===== config.mk =====
export PLATFORM = sky130hd
export DESIGN_NAME = neuron_level_argmax_flat
export DESIGN_NICKNAME = d
export VERILOG_FILES = /design/src/rtl/neuron_level_argmax_if.sv /design/src/rtl/neuron_level_argmax.sv /design/src/flat_wrapper.sv
export SDC_FILE = /design/constraint.sdc
export NUM_CORES = 1
export LEC_CHECK = 0
export ABC_AREA = 1
export BUFFER_PORTS_ARGS = -buffer_cell sky130_fd_sc_hd__buf_2
export CORE_MARGIN = 2
export CORE_UTILIZATION = 49
export CTS_CLUSTER_DIAMETER = 30
export DETAILED_ROUTE_END_ITERATION = 6
export PLACE_DENSITY = 0.76
export SYNTH_ARGS = -nofsm -noshare
export SYNTH_HDL_FRONTEND = slang
export SYNTH_SLANG_ARGS = --single-unit

===== constraint.sdc =====
create_clock -name clk -period 1.8 [get_ports clk]
set_clock_uncertainty 0.05 [all_clocks]
set_input_delay 0.36 -clock clk [delete_from_list [all_inputs] [get_ports clk]]
set_output_delay 0.36 -clock clk [all_outputs]
set_load 0.005 [all_outputs]

===== src/rtl/neuron_level_argmax_if.sv =====
// Stream-in / result-out bundle for neuron_level_argmax.
// master: the side that supplies neuron values and consumes results (testbench/upstream).
// slave:  the argmax block itself.
interface neuron_level_argmax_if #(
  parameter int INT_WIDTH = 4,
  parameter int IDX_WIDTH = 2
);
  logic                 in_valid;
  logic                 in_ready;
  logic [INT_WIDTH-1:0] in_data;
  logic                 in_last;
  logic                 out_valid;
  logic                 out_ready;
  logic [IDX_WIDTH-1:0] out_index;
  logic [INT_WIDTH-1:0] out_value;
  logic                 out_len_err;
  logic                 out_confident;

  modport master (
    output in_valid, in_data, in_last, out_ready,
    input  in_ready, out_valid, out_index, out_value, out_len_err, out_confident
  );

  modport slave (
    input  in_valid, in_data, in_last, out_ready,
    output in_ready, out_valid, out_index, out_value, out_len_err, out_confident
  );
endinterface


===== src/rtl/neuron_level_argmax.sv =====
// neuron_level_argmax: per-frame argmax over a serial stream of neuron outputs.
// A frame closes on in_last or after COUNT values, whichever comes first; the
// result is held until the consumer takes it. Ties keep the lowest index.
// Optional feature: define NEURON_ARGMAX_THRESHOLD_EN to grade each result
// against THRESHOLD; otherwise every result is reported confident.
module neuron_level_argmax #(
  parameter int INT_WIDTH = 4,
  parameter int COUNT     = 4,
  parameter int IDX_WIDTH = 2,
  parameter int THRESHOLD = 8
) (
  input  logic                  clk,
  input  logic                  rst_n,
  neuron_level_argmax_if.slave  bus
);

  typedef enum logic {ACCUM, HOLD} state_t;

  localparam logic [IDX_WIDTH:0] LAST_POS = (IDX_WIDTH+1)'(COUNT - 1);

  state_t               state_q, state_d;
  logic [IDX_WIDTH:0]   pos_q, pos_d;
  logic [INT_WIDTH-1:0] max_val_q, max_val_d;
  logic [IDX_WIDTH-1:0] max_idx_q, max_idx_d;
  logic                 len_err_q, len_err_d;
`ifdef NEURON_ARGMAX_THRESHOLD_EN
  localparam logic [INT_WIDTH-1:0] THR = INT_WIDTH'(THRESHOLD);
  logic                 confident_q, confident_d;
`endif

  logic accept;
  logic at_end;
  logic closing;

  assign accept  = (state_q == ACCUM) && bus.in_valid;
  assign at_end  = (pos_q == LAST_POS);
  assign closing = accept && (bus.in_last || at_end);

  // Next-state and datapath update for both FSM states.
  always_comb begin
    // NOTE: every variable gets a default first so no path leaves one unassigned and infers a latch.
    state_d   = state_q;
    pos_d     = pos_q;
    max_val_d = max_val_q;
    max_idx_d = max_idx_q;
    len_err_d = len_err_q;
`ifdef NEURON_ARGMAX_THRESHOLD_EN
    confident_d = confident_q;
`endif
    unique case (state_q)
      ACCUM: begin
        if (accept) begin
          // First value of a frame always seeds the max; later ones must be strictly larger.
          if ((pos_q == '0) || (bus.in_data > max_val_q)) begin
            max_val_d = bus.in_data;
            max_idx_d = pos_q[IDX_WIDTH-1:0];
          end
          if (closing) begin
            len_err_d = bus.in_last ^ at_end;
            pos_d     = '0;
            state_d   = HOLD;
`ifdef NEURON_ARGMAX_THRESHOLD_EN
            confident_d = (max_val_d >= THR);
`endif
          end else begin
            pos_d = pos_q + 1'b1;
          end
        end
      end
      HOLD: begin
        if (bus.out_ready) state_d = ACCUM;
      end
      default: state_d = ACCUM;
    endcase
  end

  // State and result registers; reset discards any partial frame or pending result.
  always_ff @(posedge clk or negedge rst_n) begin
    if (!rst_n) begin
      state_q   <= ACCUM;
      pos_q     <= '0;
      max_val_q <= '0;
      max_idx_q <= '0;
      len_err_q <= 1'b0;
`ifdef NEURON_ARGMAX_THRESHOLD_EN
      confident_q <= 1'b0;
`endif
    end else begin
      // NOTE: non-blocking assignments so every register samples pre-edge values.
      state_q   <= state_d;
      pos_q     <= pos_d;
      max_val_q <= max_val_d;
      max_idx_q <= max_idx_d;
      len_err_q <= len_err_d;
`ifdef NEURON_ARGMAX_THRESHOLD_EN
      confident_q <= confident_d;
`endif
    end
  end

  // Outputs come straight from registers: no combinational path from inputs.
  assign bus.in_ready    = (state_q == ACCUM);
  assign bus.out_valid   = (state_q == HOLD);
  assign bus.out_index   = max_idx_q;
  assign bus.out_value   = max_val_q;
  assign bus.out_len_err = len_err_q;
`ifdef NEURON_ARGMAX_THRESHOLD_EN
  assign bus.out_confident = confident_q && (state_q == HOLD);
`else
  assign bus.out_confident = (state_q == HOLD);
`endif

endmodule


===== src/flat_wrapper.sv =====
// flat-port wrapper written by rule: the top's interface ports become plain ports
module neuron_level_argmax_flat 
#(
  parameter int INT_WIDTH = 4,
  parameter int COUNT     = 4,
  parameter int IDX_WIDTH = 2,
  parameter int THRESHOLD = 8
)
  (clk, rst_n, bus_in_valid, bus_in_data, bus_in_last, bus_out_ready, bus_in_ready, bus_out_valid, bus_out_index, bus_out_value, bus_out_len_err, bus_out_confident);
  neuron_level_argmax_if #(.INT_WIDTH(INT_WIDTH), .IDX_WIDTH(IDX_WIDTH)) bus_i ();
  input  logic clk;
  input  logic rst_n;
  input wire logic [$bits(bus_i.in_valid)-1:0] bus_in_valid;
  input wire logic [$bits(bus_i.in_data)-1:0] bus_in_data;
  input wire logic [$bits(bus_i.in_last)-1:0] bus_in_last;
  input wire logic [$bits(bus_i.out_ready)-1:0] bus_out_ready;
  output wire logic [$bits(bus_i.in_ready)-1:0] bus_in_ready;
  output wire logic [$bits(bus_i.out_valid)-1:0] bus_out_valid;
  output wire logic [$bits(bus_i.out_index)-1:0] bus_out_index;
  output wire logic [$bits(bus_i.out_value)-1:0] bus_out_value;
  output wire logic [$bits(bus_i.out_len_err)-1:0] bus_out_len_err;
  output wire logic [$bits(bus_i.out_confident)-1:0] bus_out_confident;
  assign bus_i.in_valid = bus_in_valid;
  assign bus_i.in_data = bus_in_data;
  assign bus_i.in_last = bus_in_last;
  assign bus_i.out_ready = bus_out_ready;
  assign bus_in_ready = bus_i.in_ready;
  assign bus_out_valid = bus_i.out_valid;
  assign bus_out_index = bus_i.out_index;
  assign bus_out_value = bus_i.out_value;
  assign bus_out_len_err = bus_i.out_len_err;
  assign bus_out_confident = bus_i.out_confident;
  neuron_level_argmax #(.INT_WIDTH(INT_WIDTH), .COUNT(COUNT), .IDX_WIDTH(IDX_WIDTH), .THRESHOLD(THRESHOLD)) u_core (.clk(clk), .rst_n(rst_n), .bus(bus_i));
endmodule

Yosys cells after proc, flatten, opt, wreduce, memory -nomap -nowiden. Index checks and enable logic that the tools add are counted. W data, S select, Z words.

Register bits after elaboration: 11. Input port bits: 9. Word-level logic and storage cells: 23. Output and inout bits: 10.

Equal/unequal tests: 1. Mux-type cells: 5. Bitwise gates (word level): 2. Add/subtract/negate cells: 1. $lt $le $gt $ge: 1. Reduce and logical (&&, ||, !) cells: 8.

Operator list (number): $reduce_and A3 Y1 (2); $gt A4 B4 Y1 (1); $add A3 B1 Y3 const B (1); $eq A3 B2 Y1 const B (1); $logic_not A3 Y1 (1); $mux W1 (3); $mux W3 (1); $logic_and A1 B1 Y1 (2); $logic_or A1 B1 Y1 (2); $pmux W1 S2 (1); $reduce_and A2 Y1 (1); $not A1 Y1 (1); $xor A1 B1 Y1 (1).

Depth between registers and ports, before layout. Gate-level depths: netlist of the first run.

Depth in word-level cells: 6. Depth in mapped cells: 12. Depth with buffers taken out: 12.

Least setup slack after synthesis of the first run. Ideal clock, no wire load.

Kind: reg2reg. From: register u_core.pos_q[0]. To: register u_core.len_err_q, in the netlist u_core.bus.out_len_err. Required time: 1.625 ns. Period minus slack after synthesis: 1.527 ns. Setup time: 0.125 ns. Stages on the path, launching flop included: 8. Slack: 0.273 ns. Arrival: 1.352 ns. Cells stage by stage: dfrtp_1 > ha_1 > ha_1 > inv_1 > ha_1 > inv_2 > nand2_2 > mux2_4.

Word-level cells in the longest chain between the ends: 4. Elaborated cells between the ends (all ways): 5. Classes of those cells: eq/ne (1); bitwise (1); reduce/logical (3).

Ends and longest elaborated chain: start, declared (RTL line neuron_level_argmax.sv:22) `logic [IDX_WIDTH:0] pos_q, pos_d;`; start signal, assigned (RTL line neuron_level_argmax.sv:91) `pos_q <= pos_d;`; $eq A3 B2 Y1 * (RTL line neuron_level_argmax.sv:36) `assign at_end = (pos_q == LAST_POS);`; $logic_or A1 B1 Y1 (RTL line neuron_level_argmax.sv:37) `assign closing = accept && (bus.in_last || at_end);`; $logic_and A1 B1 Y1 (RTL line neuron_level_argmax.sv:37); $reduce_and A3 Y1 (no line); end signal, assigned (RTL line neuron_level_argmax.sv:94) `len_err_q <= len_err_d;`; end, declared (RTL line neuron_level_argmax.sv:25) `logic len_err_q, len_err_d;`.

Every way passes the cells marked *; elsewhere a longest branch is shown, timed or not. A chain may end at the register's enable or synchronous reset.

Final worst setup path of the first run. Ends and elaborated chain as after synthesis.

==> results of run 1 <==
## path summary, 6_finish.rpt
path                                             to  slack [ns]  cells after the start
setup / recovery             u_core.bus.out_len_err        0.18                      7
hold / removal             u_core.bus.out_confident        0.24                      2
setup reg to reg             u_core.bus.out_len_err        0.18                      7
hold reg to reg             u_core.bus.out_index[0]        0.42                      2
max in group asynchronous   u_core.bus.out_value[2]        1.06                      2
min in group asynchronous           u_core.pos_q[0]        0.44                      2
## cell usage after synthesis
cell type / instances
nand2_8: 1
o21ai_1: 4
inv_4: 1
nor2_1: 1
inv_2: 4
buf_6: 1
mux2_4: 1
inv_1: 12
o21ai_0: 1
nand2_1: 19
buf_4: 1
nand2_4: 3
a21oi_1: 1
dfrtp_1: 11
ha_1: 8
nand2_2: 2
nand3_1: 7
## flip-flops by register name, summed over array words and instances (netlist names)
name and count:
u_core.bus.out_len_err 1, u_core.bus.out_index 2, u_core.bus.out_value 4, u_core.pos_q 3
u_core.bus.out_confident 1
## layout make-up
type	instances	share of cell area
sequential	11	0.3406
timing repair buffer	19	0.1238
multi-input combinational	48	0.3978
clock buffer	4	0.03251
tap	15	0.02322
inverter	17	0.08204
## routing by layer
| metal | vias to the layer above | part of all wire | track usage |
|---|---|---|---|
| met4 | 0 | 0 | 0.07258 |
| met3 | 0 | 0.040 | 0.04787 |
| li1 | 284 | - | - |
| met1 | 246 | 0.39 | 0.1993 |
| met2 | 11 | 0.56 | 0.3672 |
| met5 | - | 0 | 0 |
## critical path: stages, from the launching register on
cell,delay (ns)
dfrtp_1,0.43
ha_1,0.22
ha_1,0.19
inv_1,0.06
ha_1,0.14
inv_2,0.05
nand2_2,0.07
mux2_4,0.30
## cells by family after synthesis
logic type / Yosys count / synth area share
AO/OA/AOI/OAI: 6 / 0.04402
adder cells (fa/ha/maj): 8 / 0.1468
buffers and inverters: 19 / 0.1248
flip-flops: 11 / 0.4037
multiplexers: 1 / 0.02201
AND/OR/NAND/NOR: 33 / 0.2587
## per-stage QoR
stage	cell area [um2]	total power, W	cells
3_3_place_gp	772.0	0.001013	109
5_1_grt	808.3	0.001349	114
3_5_place_dp	772.0	0.001057	109
4_1_cts	808.3	0.001236	114
6_report	808.3	0.001210	114
2_1_floorplan	681.9	0.0008710	78
## where the power goes
part	total, W	internal (W)	switching [W]
combinational	0.000601	0.000257	0.000344
sequential	0.000438	0.000357	0.0000813
clock	0.000171	0.0000858	0.0000848
## placed cells by master, fill, tap and decap left out, drive strengths merged
cell type    netlist  routed
ha                 8       8
nand2             25      25
clkbuf             0       4
inv               17      17
dlygate4sd3        0       1
o21ai              5       5
dfrtp             11      11
a21oi              1       1
nor2               1       1
buf                2      18
nand3              7       7
mux2               1       1
==> reports/qor.csv, run 1 <==
stage,metric,value,unit
final_layout,num_antenna_cells,0,
worst_setup_path,critPathKind,flip-flop to flip-flop,
place,gp_congestion,0.7426,
sta,tightest_slew,0.2537,ns
power_and_ir_drop,p_leak,0.4778,nW
final_layout,syn2layout_area_growth,18.53,%
route,drt_iter0_markers,4,
cts,cts_resized,0,
sta,setup_viol,0,
worst_setup_path,critical_path.endpoint_type,flip-flop,
final_layout,seq_area,275.3,um2
cts,numCtsBuffers,3,
status,status,"finished, final reports clean",
final_layout,drive_above_1_share,0.3333,
cts,clk_latency,0.27,ns
route,drc,0,
worst_setup_path,cp.required,1.91,ns
power_and_ir_drop,p_per_area,1497,mW/mm2
worst_setup_path,startpoint,u_core.pos_q[0],
worst_hold_path,min_path_type,input port to flip-flop,
sta,slew_violations,0,
cts,cts_root_buffer,clkbuf_4,
grt,antenna_found_initial,0,
flow_run,drv_cap,0,
cts,postCtsSetupBuffers,0,
route,via_per_inst,4.746,
logic_synthesis,yosys.area.top_type,dfrtp_1,
cts,cts_tree,yes,
logic_synthesis,synth_top_area_share,0.4037,
grt,grt_pass1_wl,2.049,mm
power_and_ir_drop,ir_drop,0.0007803,V
logic_synthesis,syn_nets,95,
sta,rsz0062_at_grt,false,
floorplanning,dieArea,0.001706,mm2
route,wirelength,1.285,mm
logic_synthesis,synth.area.top_cells,"dfrtp_1 40%, ha_1 15%, nand2_1 10%, inv_1 6.6%, nand3_1 5.1%",
sta,whs,0.2403,ns
final_layout,layout.nets,117,
worst_setup_path,cp-start-kind,flip-flop,
route,dr_total_vias,541,
logic_synthesis,ys_ff_latch,11,
route,ant_nets,0,
final_layout,multiInputGateArea,321.6,um2
sta,tns,0,ns
place,dp_hpwl,1.064,mm
worst_hold_path,hp-start,bus_out_ready,
worst_setup_path,r2r_start,u_core.pos_q[0],
worst_setup_path,cp_data_arrival_time,1.73,ns
grt,grt_pass1_vias,525,
logic_synthesis,avgSynthCellArea,8.742,um2
floorplanning,io_pins,19,
grt,grt_overflow,0,
sta,max-slew-margin-rel,0.8309,
floorplanning,num_rows,13,
logic_synthesis,synth_area,681.9,um2
floorplanning,initial_core_util,0.5240,
sta,post-route-min-period,1.622,ns
grt,grt_max_degree,13,
logic_synthesis,synth_cell_type_count,17,
floorplanning,fp.coreArea,0.001301,mm2
place,place_ws,0.1908,ns
sta,fin_crit_sh,0.9008,
route,avgRoutedWirePerCell,11.27,um
grt,grt_usage,0.1926,
worst_setup_path,crit_fanout,5,
logic_synthesis,yosysWarnings,0,
route,firstDrtPassIters,3,
logic_synthesis,seq_area_frac_synth,0.4037,
final_layout,n_fill_cell,123,
cts,path_clk_slew,0.07,ns
cts,postCtsHoldBufs,1,
cts,cts_sinks,11,
floorplanning,die_y,41.31,um
final_layout,post-route-util,0.6212,
floorplanning,die_x,41.31,um
place,numPortBuffers,18,
cts,htreeDepth,1,
logic_synthesis,netlist_instances,78,
cts,max-clock-path-buffers,2,
sta,final_hold_viol_count,0,
sta,setup_slack,0.1785,ns
sta,fmax,616.7,MHz
(Power assumes the default switching activity.)
==> inputs of run 2 (changes only) <==
--- a/config.mk
+++ b/config.mk
@@ -11,7 +11,8 @@
 export CORE_UTILIZATION = 49
 export CTS_CLUSTER_DIAMETER = 30
 export DETAILED_ROUTE_END_ITERATION = 6
-export PLACE_DENSITY = 0.76
+export PLACE_DENSITY = 0.83
+export SLEW_MARGIN = 20
 export SYNTH_ARGS = -nofsm -noshare
 export SYNTH_HDL_FRONTEND = slang
 export SYNTH_SLANG_ARGS = --single-unit
==> reports/qor.csv, run 2 (same netlist as run 1, synthesis figures left out) <==
stage,metric,value,unit,change
status,status,"finished, final reports clean",,
route,dr_total_vias,537,,-0.74%
final_layout,final_cell_count_no_fill,114,,unchanged
grt,grt_pass1_vias,480,,-8.6%
worst_setup_path,critPathKind,flip-flop to flip-flop,,
route,firstDrtPassIters,2,,-1
route,wl_met3,79,um,+52%
worst_setup_path,cp.required,1.90,ns,about the same
worst_setup_path,path_cells,"ha_1, ha_1, inv_1, ha_1, inv_2, nand2_2, mux2_4",,
sta,fmax,628.5,MHz,+1.9%
sta,tns,0,ns,unchanged
worst_hold_path,min_path_type,input port to flip-flop,,
final_layout,largest_reg_flops,4,,unchanged
final_layout,layout.nets,117,,unchanged
sta,setup_slack,0.2090,ns,+0.03047 ns
floorplanning,fp.coreArea,0.001301,mm2,unchanged
final_layout,multiInputGateArea,321.6,um2,unchanged
floorplanning,num_rows,13,,unchanged
grt,grt_pass1_wl,1.800,mm,-12%
place,numPortBuffers,18,,unchanged
final_layout,seq_area,275.3,um2,unchanged
power_and_ir_drop,clkPwrFrac,0.138,,-0.003
route,wl_met1,521,um,+3.2%
floorplanning,die_x,41.31,um,unchanged
place,gp_congestion,0.6865,,-7.6%
cts,cts_root_buffer,clkbuf_4,,
power_and_ir_drop,p_per_area,1483,mW/mm2,-0.89%
sta,max-slew-margin-rel,0.8355,,+0.004676
route,avgRoutedWirePerCell,10.69,um,-5.1%
sta,setup_viol,0,,unchanged
route,top_layer,met3,,
final_layout,syn2layout_area_growth,18.53,%,unchanged
cts,htreeDepth,1,,unchanged
cts,path_clk_slew,0.07,ns,about the same
final_layout,n_fill_cell,132,,+7.3%
power_and_ir_drop,power_frac_seq,0.363,,about the same
worst_setup_path,slowest_stage,dfrtp_1,,
place,dp_cells,109,,unchanged
sta,tightest_slew,0.2467,ns,-0.007013 ns
route,routed-wl-met2,618,um,-15%
place,dp_hpwl,1.009,mm,-5.2%
flow_run,drv_cap,0,,unchanged
sta,slew_violations,0,,unchanged
cts,postCtsSetupBuffers,0,,unchanged
power_and_ir_drop,p_sw_frac,0.4159,,-0.005474
power_and_ir_drop,ir_drop,0.0008197,V,+5.1%
sta,rsz0062_at_grt,false,,
floorplanning,initial_core_util,0.5240,,unchanged
sta,fin_crit_sh,0.8839,,-0.01693
worst_setup_path,cp-start-kind,flip-flop,,
power_and_ir_drop,p_leak,0.4778,nW,unchanged
grt,grt_overflow,0,,unchanged
power_and_ir_drop,combPwrFrac,0.499,,+0.002
power_and_ir_drop,power.internal,0.0007003,W,about the same
worst_setup_path,critical_path.endpoint_type,flip-flop,,
final_layout,num_antenna_cells,0,,unchanged
floorplanning,dieArea,0.001706,mm2,unchanged
grt,grt_usage,0.1686,,-0.02402
final_layout,drive_above_1_share,0.3333,,unchanged
worst_setup_path,ff2ff_path_depth,7,,unchanged
worst_setup_path,slowest_delay,0.42,ns,about the same
floorplanning,die_y,41.31,um,unchanged
grt,antenna_found_initial,0,,unchanged
cts,max-clock-path-buffers,2,,unchanged
floorplanning,io_pins,19,,unchanged
final_layout,final_cell_mix,"19 x nand2_1, 18 x buf_2, 12 x inv_1",,
worst_hold_path,whs_path_depth,2,,unchanged
worst_setup_path,cp_data_arrival_time,1.70,ns,-0.03 ns
cts,cts_tree,yes,,
route,wirelength,1.219,mm,-5.1%
place,place_ws,0.2086,ns,+0.01788 ns
cts,cts_sinks,11,,unchanged
worst_setup_path,crit_fanout,5,,unchanged
worst_setup_path,cp_common_cell,ha_1,,
route,drc,0,,unchanged
power_and_ir_drop,switchingPower,0.0004986,W,-2.2%
route,drt_iter0_markers,4,,unchanged
route,via_per_inst,4.711,,-0.74%
final_layout,final_common_cell,nand2_1,,
sta,post-route-min-period,1.591,ns,-0.03047 ns
grt,grt_max_degree,13,,unchanged
sta,final_hold_viol_count,0,,unchanged
cts,clk_latency,0.27,ns,about the same
cts,numCtsBuffers,3,,unchanged
route,ant_nets,0,,unchanged
[run 2: worst max-delay path, delay by kind of cell, from the launching register on]
kind | cells | cell delay, ns
AND/OR/NAND/NOR | 1 | 0.07
adder cells (fa/ha/maj) | 3 | 0.54
buffers and inverters | 2 | 0.10
flip-flops | 1 | 0.42
multiplexers | 1 | 0.29
[run 2: what timing repair did]
action,CTS,global route
endpoints found under the hold margin,11,0
hold buffers,1,0
endpoints found under the setup margin,0,0
gates resized for setup,0,0
[run 2: stage by stage]
| stage | cell area, um2 | power, W | util | hold WS, ns |
|---|---|---|---|---|
| detailed placement | 772.0 | 0.001047 | 0.5933 | 0.1945 |
| floorplan | 681.9 | 0.0008710 | - | 0.01441 |
| finish | 808.3 | 0.001199 | 0.6212 | 0.2409 |
| global route | 808.3 | 0.001316 | 0.6212 | 0.2545 |
| CTS | 808.3 | 0.001220 | 0.6212 | 0.2318 |
| global placement | 772.0 | 0.001008 | 0.5933 | 0.1869 |
[run 2: final timing paths]
check,endpoint,slack (ns),from
worst max-delay path,u_core.bus.out_len_err,0.21,u_core.pos_q[0]
worst min-delay path,u_core.bus.out_confident,0.24,bus_out_ready
worst max register to register,u_core.bus.out_len_err,0.21,u_core.pos_q[0]
worst min register to register,u_core.bus.out_index[0],0.43,u_core.bus.out_index[0]
max in group asynchronous,u_core.bus.out_value[0],1.06,rst_n
min in group asynchronous,u_core.bus.out_value[2],0.44,rst_n
[run 2: power by group through the flow]
| stage | Clock [W] | Sequential, W | Combinational, W |
|---|---|---|---|
| global route | 0.000182 | 0.000451 | 0.000683 |
| finish | 0.000166 | 0.000435 | 0.000598 |
| floorplan | 0 | 0.000439 | 0.000432 |
| global placement | 0 | 0.000432 | 0.000576 |
| CTS | 0.000172 | 0.000436 | 0.000613 |
| detailed placement | 0 | 0.000438 | 0.000608 |
[run 2: cell type report]
type	instances	share of cell area
Tap cell	15	0.02322
Multi-Input combinational cell	48	0.3978
Inverter	17	0.08204
Clock buffer	4	0.03251
Timing Repair Buffer	19	0.1238
Sequential cell	11	0.3406
[run 2: routing by layer]
metal	up-vias	track usage
met4	0	0.09677
li1	282	-
met1	241	0.1815
met5	-	0
met2	14	0.2930
met3	0	0.04787
